File: src/rtl/ad9826_spi.sv
// AD9826 3-wire serial port master: 16-bit frames, MSB first, sload framing.
// Define AD9826_SPI_READBACK_EN to enable read frames (pad turnaround + rdata capture).
module ad9826_spi #(
    parameter int CLK_DIV = 4
) (
    input  logic       clk,
    input  logic       rst_n,
    input  logic       start,
    input  logic       rw,
    input  logic [2:0] addr,
    input  logic [8:0] wdata,
    output logic       busy,
    output logic       done,
    output logic [8:0] rdata,
    output logic       ad_sload,
    output logic       ad_sclk,
    output logic       ad_sdata_o,
    output logic       ad_sdata_oe,
    input  logic       ad_sdata_i
);

`ifdef AD9826_SPI_READBACK_EN
    localparam bit READBACK = 1'b1;
`else
    localparam bit READBACK = 1'b0;
`endif

    localparam logic [7:0] CNT_LAST = 8'(CLK_DIV - 1);

    typedef enum logic [2:0] {
        S_IDLE,
        S_SETUP,
        S_SHIFT,
        S_HOLD,
        S_DONE
    } state_t;

    state_t      state_q, state_d;
    logic [7:0]  cnt_q, cnt_d;
    logic [3:0]  bit_q, bit_d;
    logic        phase_q, phase_d;   // 0 = sclk low phase, 1 = high phase
    logic [15:0] sh_q, sh_d;
    logic        rd_q, rd_d;
    logic        oe_q, oe_d;
    logic [8:0]  rsh_q, rsh_d;
    logic [8:0]  rdata_q, rdata_d;

    logic cnt_end;
    logic rw_eff;
    logic in_frame;

    assign cnt_end  = (cnt_q == CNT_LAST);
    assign rw_eff   = READBACK & rw;
    assign in_frame = (state_q == S_SETUP) || (state_q == S_SHIFT) || (state_q == S_HOLD);

    always_ff @(posedge clk) begin
        if (!rst_n) begin
            state_q <= S_IDLE;
            cnt_q   <= '0;
            bit_q   <= '0;
            phase_q <= 1'b0;
            sh_q    <= '0;
            rd_q    <= 1'b0;
            oe_q    <= 1'b1;
            rsh_q   <= '0;
            rdata_q <= '0;
        end else begin
            state_q <= state_d;
            cnt_q   <= cnt_d;
            bit_q   <= bit_d;
            phase_q <= phase_d;
            sh_q    <= sh_d;
            rd_q    <= rd_d;
            oe_q    <= oe_d;
            rsh_q   <= rsh_d;
            rdata_q <= rdata_d;
        end
    end

    always_comb begin
        state_d = state_q;
        cnt_d   = cnt_q;
        bit_d   = bit_q;
        phase_d = phase_q;
        sh_d    = sh_q;
        rd_d    = rd_q;
        oe_d    = oe_q;
        rsh_d   = rsh_q;
        rdata_d = rdata_q;

        unique case (state_q)
            S_IDLE: begin
                if (start) begin
                    sh_d    = {rw_eff, addr, 3'b000, (rw_eff ? 9'h000 : wdata)};
                    rd_d    = rw_eff;
                    cnt_d   = '0;
                    bit_d   = '0;
                    phase_d = 1'b0;
                    rsh_d   = '0;
                    oe_d    = 1'b1;
                    state_d = S_SETUP;
                end
            end
            S_SETUP: begin
                cnt_d = cnt_q + 8'd1;
                if (cnt_end) begin
                    cnt_d   = '0;
                    phase_d = 1'b0;
                    bit_d   = '0;
                    state_d = S_SHIFT;
                end
            end
            S_SHIFT: begin
                cnt_d = cnt_q + 8'd1;
                if (cnt_end) begin
                    cnt_d = '0;
                    if (!phase_q) begin
                        // Rising sclk edge: capture readback bits from period 8 on.
                        phase_d = 1'b1;
                        if (READBACK && rd_q && (bit_q >= 4'd7))
                            rsh_d = {rsh_q[7:0], ad_sdata_i};
                    end else if (bit_q == 4'd15) begin
                        state_d = S_HOLD;
                    end else begin
                        // Falling edge: next bit goes out at the start of the low phase.
                        phase_d = 1'b0;
                        bit_d   = bit_q + 4'd1;
                        sh_d    = {sh_q[14:0], 1'b0};
                        if (rd_q && (bit_q == 4'd6))
                            oe_d = 1'b0;
                    end
                end
            end
            S_HOLD: begin
                cnt_d = cnt_q + 8'd1;
                if (cnt_end) begin
                    cnt_d   = '0;
                    oe_d    = 1'b1;
                    state_d = S_DONE;
                    if (rd_q)
                        rdata_d = rsh_q;
                end
            end
            S_DONE: begin
                state_d = S_IDLE;
            end
            default: begin
                state_d = S_IDLE;
            end
        endcase
    end

    assign busy        = (state_q != S_IDLE);
    assign done        = (state_q == S_DONE);
    assign ad_sload    = ~in_frame;
    assign ad_sclk     = (state_q == S_SHIFT) && phase_q;
    assign ad_sdata_o  = in_frame && sh_q[15];
    assign ad_sdata_oe = READBACK ? oe_q : 1'b1;
    assign rdata       = READBACK ? rdata_q : 9'h000;

endmodule

File: config.mk
export PLATFORM = sky130hd
export DESIGN_NAME = ad9826_spi
export DESIGN_NICKNAME = d
export VERILOG_FILES = /design/src/rtl/ad9826_spi.sv
export SDC_FILE = /design/constraint.sdc
export NUM_CORES = 1
export LEC_CHECK = 0
export BUFFER_PORTS_ARGS = -buffer_cell sky130_fd_sc_hd__buf_2
export CAP_MARGIN = 20
export CORE_ASPECT_RATIO = 1.75
export CORE_MARGIN = 3
export CORE_UTILIZATION = 45
export DETAILED_ROUTE_END_ITERATION = 8
export GPL_ROUTABILITY_DRIVEN = 0
export PLACE_DENSITY_LB_ADDON = 0.15
export REMOVE_ABC_BUFFERS = 1
export SYNTH_ARGS = -nofsm -noshare
export SYNTH_HDL_FRONTEND = slang
export SYNTH_SLANG_ARGS = --single-unit
File: constraint.sdc
create_clock -name clk -period 2 [get_ports clk]
set_input_delay 0.1 -clock clk [delete_from_list [all_inputs] [get_ports clk]]
set_output_delay 0.1 -clock clk [all_outputs]
set_load 0.01 [all_outputs]
==> results of run 1 <==
cell type report:
class                           instances  area, um^2  share of cell area (%)
Timing Repair Buffer                   29       182.7                   9.270
Multi-Input combinational cell        154       982.2                   49.84
Clock inverter                          2       10.01                  0.5079
Tap cell                               46       57.56                   2.921
Clock buffer                            6       82.58                   4.190
Inverter                                4       15.01                  0.7619
Sequential cell                        32       640.6                   32.51
what timing repair did:
item / 4_1_cts / 5_1_grt
endpoints found under the setup margin: 0 / 3
hold buffers: 0 / 0
buffers inserted: 0 / 3
gates resized for setup: 0 / 1
cell families (layout without fill, tap and decap cells):
group | count (synthesis) | in the layout | synth area share, %
buf+inv | 25 | 41 | 8.423
fa+ha+maj | 2 | 2 | 1.452
other cells | 2 | 10 | 0.4359
xor+xnor | 7 | 7 | 3.559
mux | 5 | 5 | 2.905
compound gates | 35 | 35 | 15.03
simple gates | 95 | 95 | 31.01
flops | 32 | 32 | 37.18
routing by layer:
| metal | wire length, um | vias to the layer above | share of wire (%) | track usage [%] |
|---|---|---|---|---|
| met2 | 2214 | 34 | 55 | 35.86 |
| met4 | 110 | 0 | 2.7 | 9.767 |
| met3 | 138 | 12 | 3.4 | 4.600 |
| li1 | - | 749 | - | - |
| met1 | 1576 | 732 | 39 | 20.53 |
| met5 | 0 | - | 0 | 0 |
flip-flops by register name (all words and copies together), names as in the netlist:
name,cells
sh_q,16
cnt_q,8
bit_q,4
state_q,3
phase_q,1
per-stage QoR:
stage	worst slack (ns)	area [um^2]	hold slack, ns
CTS	0.03283	1939	0.05127
floorplan	0.1271	1623	0.2421
finish	0.1454	1971	0.06063
global route	0.02078	1971	0.06414
detailed placement	0.04363	1847	0.3509
global placement	0.2186	1847	0.3349
worst max-delay path by stage:
stage	from	end	cells after the start
after floorplan	state_q[2]	sh_q[7]	3
after global placement	cnt_q[0]	bit_q[3]	5
after detailed placement	cnt_q[0]	bit_q[1]	5
after CTS	cnt_q[0]	bit_q[1]	5
after global routing	cnt_q[0]	bit_q[3]	5
final	cnt_q[0]	bit_q[3]	5
worst max-delay path, cell delays in order, from the launching register on:
cell	delay (ns)
dfxtp_1	0.39
ha_1	0.21
nor4b_4	0.32
nand2_4	0.19
or4_1	0.50
a31oi_1	0.18
report_power, final:
group	leakage [uW]	switching, uW	internal (uW)
sequential	0.000260	11.9	656
combinational	0.000380	75.9	50.3
clock	0.0000510	236	274
total	0.000691	323	981
synth_stat cells, drive strengths merged (3+ instances only):
master | count | share of area (%)
xnor2 | 7 | 3.6
or3 | 12 | 4.4
buf | 15 | 6.2
o21ai | 7 | 2.7
nor3 | 7 | 2.3
nor2 | 12 | 2.6
dfxtp | 32 | 37
a21oi | 5 | 1.5
clkbuf | 6 | 1.4
nand2b | 3 | 1.1
nand4 | 3 | 1.1
nand2 | 25 | 5.9
o211ai | 13 | 6.0
and2 | 3 | 1.2
mux2i | 5 | 2.9
inv | 4 | 0.87
nand3 | 22 | 7.1
==> out/qor.csv, run 1 <==
metric,value,unit
status,"finished, final reports clean",
most frequent cells in the layout,"dfxtp_1, nand2_1, nand3_1, buf_2",
hold path cells,3,
Die Ht,87.86,um
Crit Path Category,flop to flop,
pwr dens,661.9,mW/mm^2
CTS tree,done,
"EDFF count, synth",0,
first-pass GRT wire length,6.906,mm
path depth of the worst reg2reg path,5,
worst reg2reg endpoint,bit_q[3],
Syn Area/Cell,8.487,um^2
Rows,29,
final non-filler cell total,273,
RSZ-0062 raised after global routing,false,
Final Skew,0.005706,ns
# H-tree levels,2,
cell count after placement,262,
sequential share of the synthesized area,37.18,%
Routed WL,4.039,mm
fin. max-slew vios,0,
Layout area overhead,14.38,%
root buffer cell,clkbuf_8,
CP Data Arrival Time,2.07,ns
reg2reg setup slack,0.15,ns
Critical R2R Launch,cnt_q[0],
Period minus WS final,1.855,ns
Global Route Usage Sum,19.80,%
Max-cap violations,0,
initial core utilization,47.01,%
Final Hold Fails,0,
Sink Count,32,
Crit. End Element,flop,
Pleak,0.0006913,uW
maximum number of pins on one net before global-route repair,29,
Final Cycle Share,92.73,%
peak supply drop,0.4988,mV
HPWL Detailed,2.972,mm
nets,245,
number of global-route vias before repair,1540,
Fmax,0.5392,GHz
clk slew on worst S/H paths,0.07,ns
initial drt markers,47,
post-layout util,53.77,%
worst hold start,wdata[5],
CTS Buf Count,5,
die width,52.78,um
I/O pins,32,
"commonest non-fill, non-tap cell in the layout",dfxtp_1,
Hold Path Sink,sh_q[5],
Most used DFF post-synth,dfxtp_1,
Tot Pwr,1304,uW
asr flop ratio synth,0,%
Yosys reg bits,32,
"Req. time, crit path",2.21,ns
total congestion overflow,0,
FILL cells,365,
Yosys cell types,46,
Synth Instances,203,
IO buf count,19,
Worst Hold Class,input port to flop,
Skew-Pair Late Insertion Delay,0.28,ns
Startpoint Class,flop,
number of antenna violations at the first check in global routing,0,
TritonRoute pass-1 iters,4,
Post-Syn Area,0.001723,mm^2
warnings from Yosys,0,
die area,0.004637,mm^2
ANT nets after route,0,
Diodes inserted,0,
final setup violating endpoints,0,
Via density,5.593,
drt wl/cell,14.79,um
setup TNS,0,ns
layout cells sized above 1,21.15,%
Remaining DRCs,0,
Core Area,0.003665,mm^2
Vias,1527,
crit path max fanout,13,
clk buf depth,2,
(Power assumes the default switching activity.)
==> run 2: changes to the inputs <==
==> constraint.sdc (replaced) <==
create_clock -name clk -period 2 [get_ports clk]
set_input_delay 0.2 -clock clk [delete_from_list [all_inputs] [get_ports clk]]
set_output_delay 0.2 -clock clk [all_outputs]
set_load 0.01 [all_outputs]
==> out/qor.csv, run 2 (synthesis gave the netlist of run 1 again) <==
metric,value,unit
status,"finished, final reports clean",
Final Cycle Share,91.06,%
clk buf depth,2,
Worst Hold Class,input port to flop,
number of global-route vias before repair,1489,
Final Hold Fails,0,
Fmax,0.5491,GHz
Post-DP Area,0.001847,mm^2
"Largest delay share family, worst path",simple AND/OR/NAND/NOR gates,
die width,52.78,um
total congestion overflow,0,
met3 wire length,109,um
final instance area,0.001952,mm^2
number of buffers and inverters on the critical path,0,
Tot Pwr,1321,uW
die area,0.004637,mm^2
final non-filler cell total,269,
fin worst setup slack,0.1789,ns
Top Registers,"sh_q x16, cnt_q x8, bit_q x4",
Routed WL,3.766,mm
Max-cap violations,0,
layout cells sized above 1,19.73,%
Diodes inserted,0,
largest register by flop count,sh_q,
IO buf count,19,
I/O pins,32,
ordered cell list for the critical path,"ha_1, nor4b_4, nand2_4, or4_1, a31oi_1",
cell count after placement,262,
Vias,1461,
Skew-Pair Late Insertion Delay,0.28,ns
ANT nets after route,0,
Crit. End Element,flop,
TritonRoute pass-1 iters,4,
# hold bufs at CTS,0,
Rows,29,
drt wl/cell,14.00,um
setup TNS,0,ns
pwr dens,676.9,mW/mm^2
CTS Buf Count,5,
top layer reached by signal wires,met4,
Final Skew,0.006659,ns
HPWL Detailed,2.860,mm
max reg flops,16,
"commonest non-fill, non-tap cell in the layout",dfxtp_1,
dpl ws,0.1361,ns
RSZ-0062 raised after global routing,false,
wire length on met2,2.121,mm
most frequent cells in the layout,"dfxtp_1, nand2_1, nand3_1, buf_2",
maximum number of pins on one net before global-route repair,30,
Via density,5.431,
first-pass GRT wire length,6.472,mm
# H-tree levels,2,
root buffer cell,clkbuf_8,
final setup violating endpoints,0,
Crit Path Category,flop to flop,
Pleak,0.0006769,uW
Remaining DRCs,0,
Period minus WS final,1.821,ns
initial core utilization,47.01,%
initial drt markers,29,
Sink Count,32,
CTS tree,done,
CP Data Arrival Time,2.03,ns
fin. max-slew vios,0,
nets,242,
wl on met1,1.439,mm
peak supply drop,0.5282,mV
Critical Path Max Stage Delay,0.49,ns
crit path max fanout,16,
Worst path slowest cell,or4_1,
number of antenna violations at the first check in global routing,0,
Core Area,0.003665,mm^2
clk slew on worst S/H paths,0.06,ns
Global Route Usage Sum,18.61,%
Die Ht,87.86,um
"Req. time, crit path",2.20,ns
Startpoint Class,flop,
Layout area overhead,13.29,%
-- run 2: worst register-to-register path, cell delays in order (launching register included) --
cell     delay, ns
dfxtp_1       0.38
ha_1          0.20
nor4b_4       0.32
nand2_4       0.20
or4_1         0.49
a31oi_1       0.17
-- run 2: final cells by class --
type | count | area [um^2]
repair buffers | 26 | 160.2
flip-flops and latches | 32 | 640.6
fillers | 354 | 1713
inverters | 4 | 15.01
multi-input cells | 154 | 982.2
well taps | 46 | 57.56
clock buffers | 7 | 96.34
-- run 2: through the flow --
step / utilization (%) / hold WS [ns]
2_1_floorplan: - / 0.3421
3_3_place_gp: 50.39 / 0.4345
3_5_place_dp: 50.39 / 0.4445
4_1_cts: 53.02 / 0.1508
5_1_grt: 53.26 / 0.1814
6_report: 53.26 / 0.1525
-- run 2: worst paths after layout --
path / end / slack [ns] / cells after the start / start
worst max-delay path: bit_q[3] / 0.18 / 5 / cnt_q[0]
worst min-delay path: sh_q[0] / 0.15 / 3 / wdata[0]
worst max register to register: bit_q[3] / 0.18 / 5 / cnt_q[0]
worst min register to register: sh_q[9] / 0.47 / 2 / sh_q[9]
-- run 2: what timing repair did --
action	4_1_cts	5_1_grt
buffers inserted	0	0
gates resized for setup	0	1
setup endpoints to repair	0	1
-- run 2: where the power goes --
part           switching (uW)  internal [uW]  leakage, uW
clock                     222            306    0.0000503
combinational            75.0           49.8     0.000366
sequential               11.5            657     0.000260
total                     309           1010     0.000677
-- run 2: metal layers --
layer | up-vias | GRT usage [%]
met2 | 24 | 35.07
met4 | 0 | 7.907
met1 | 686 | 18.44
met3 | 7 | 4.600
met5 | - | 0
li1 | 744 | -
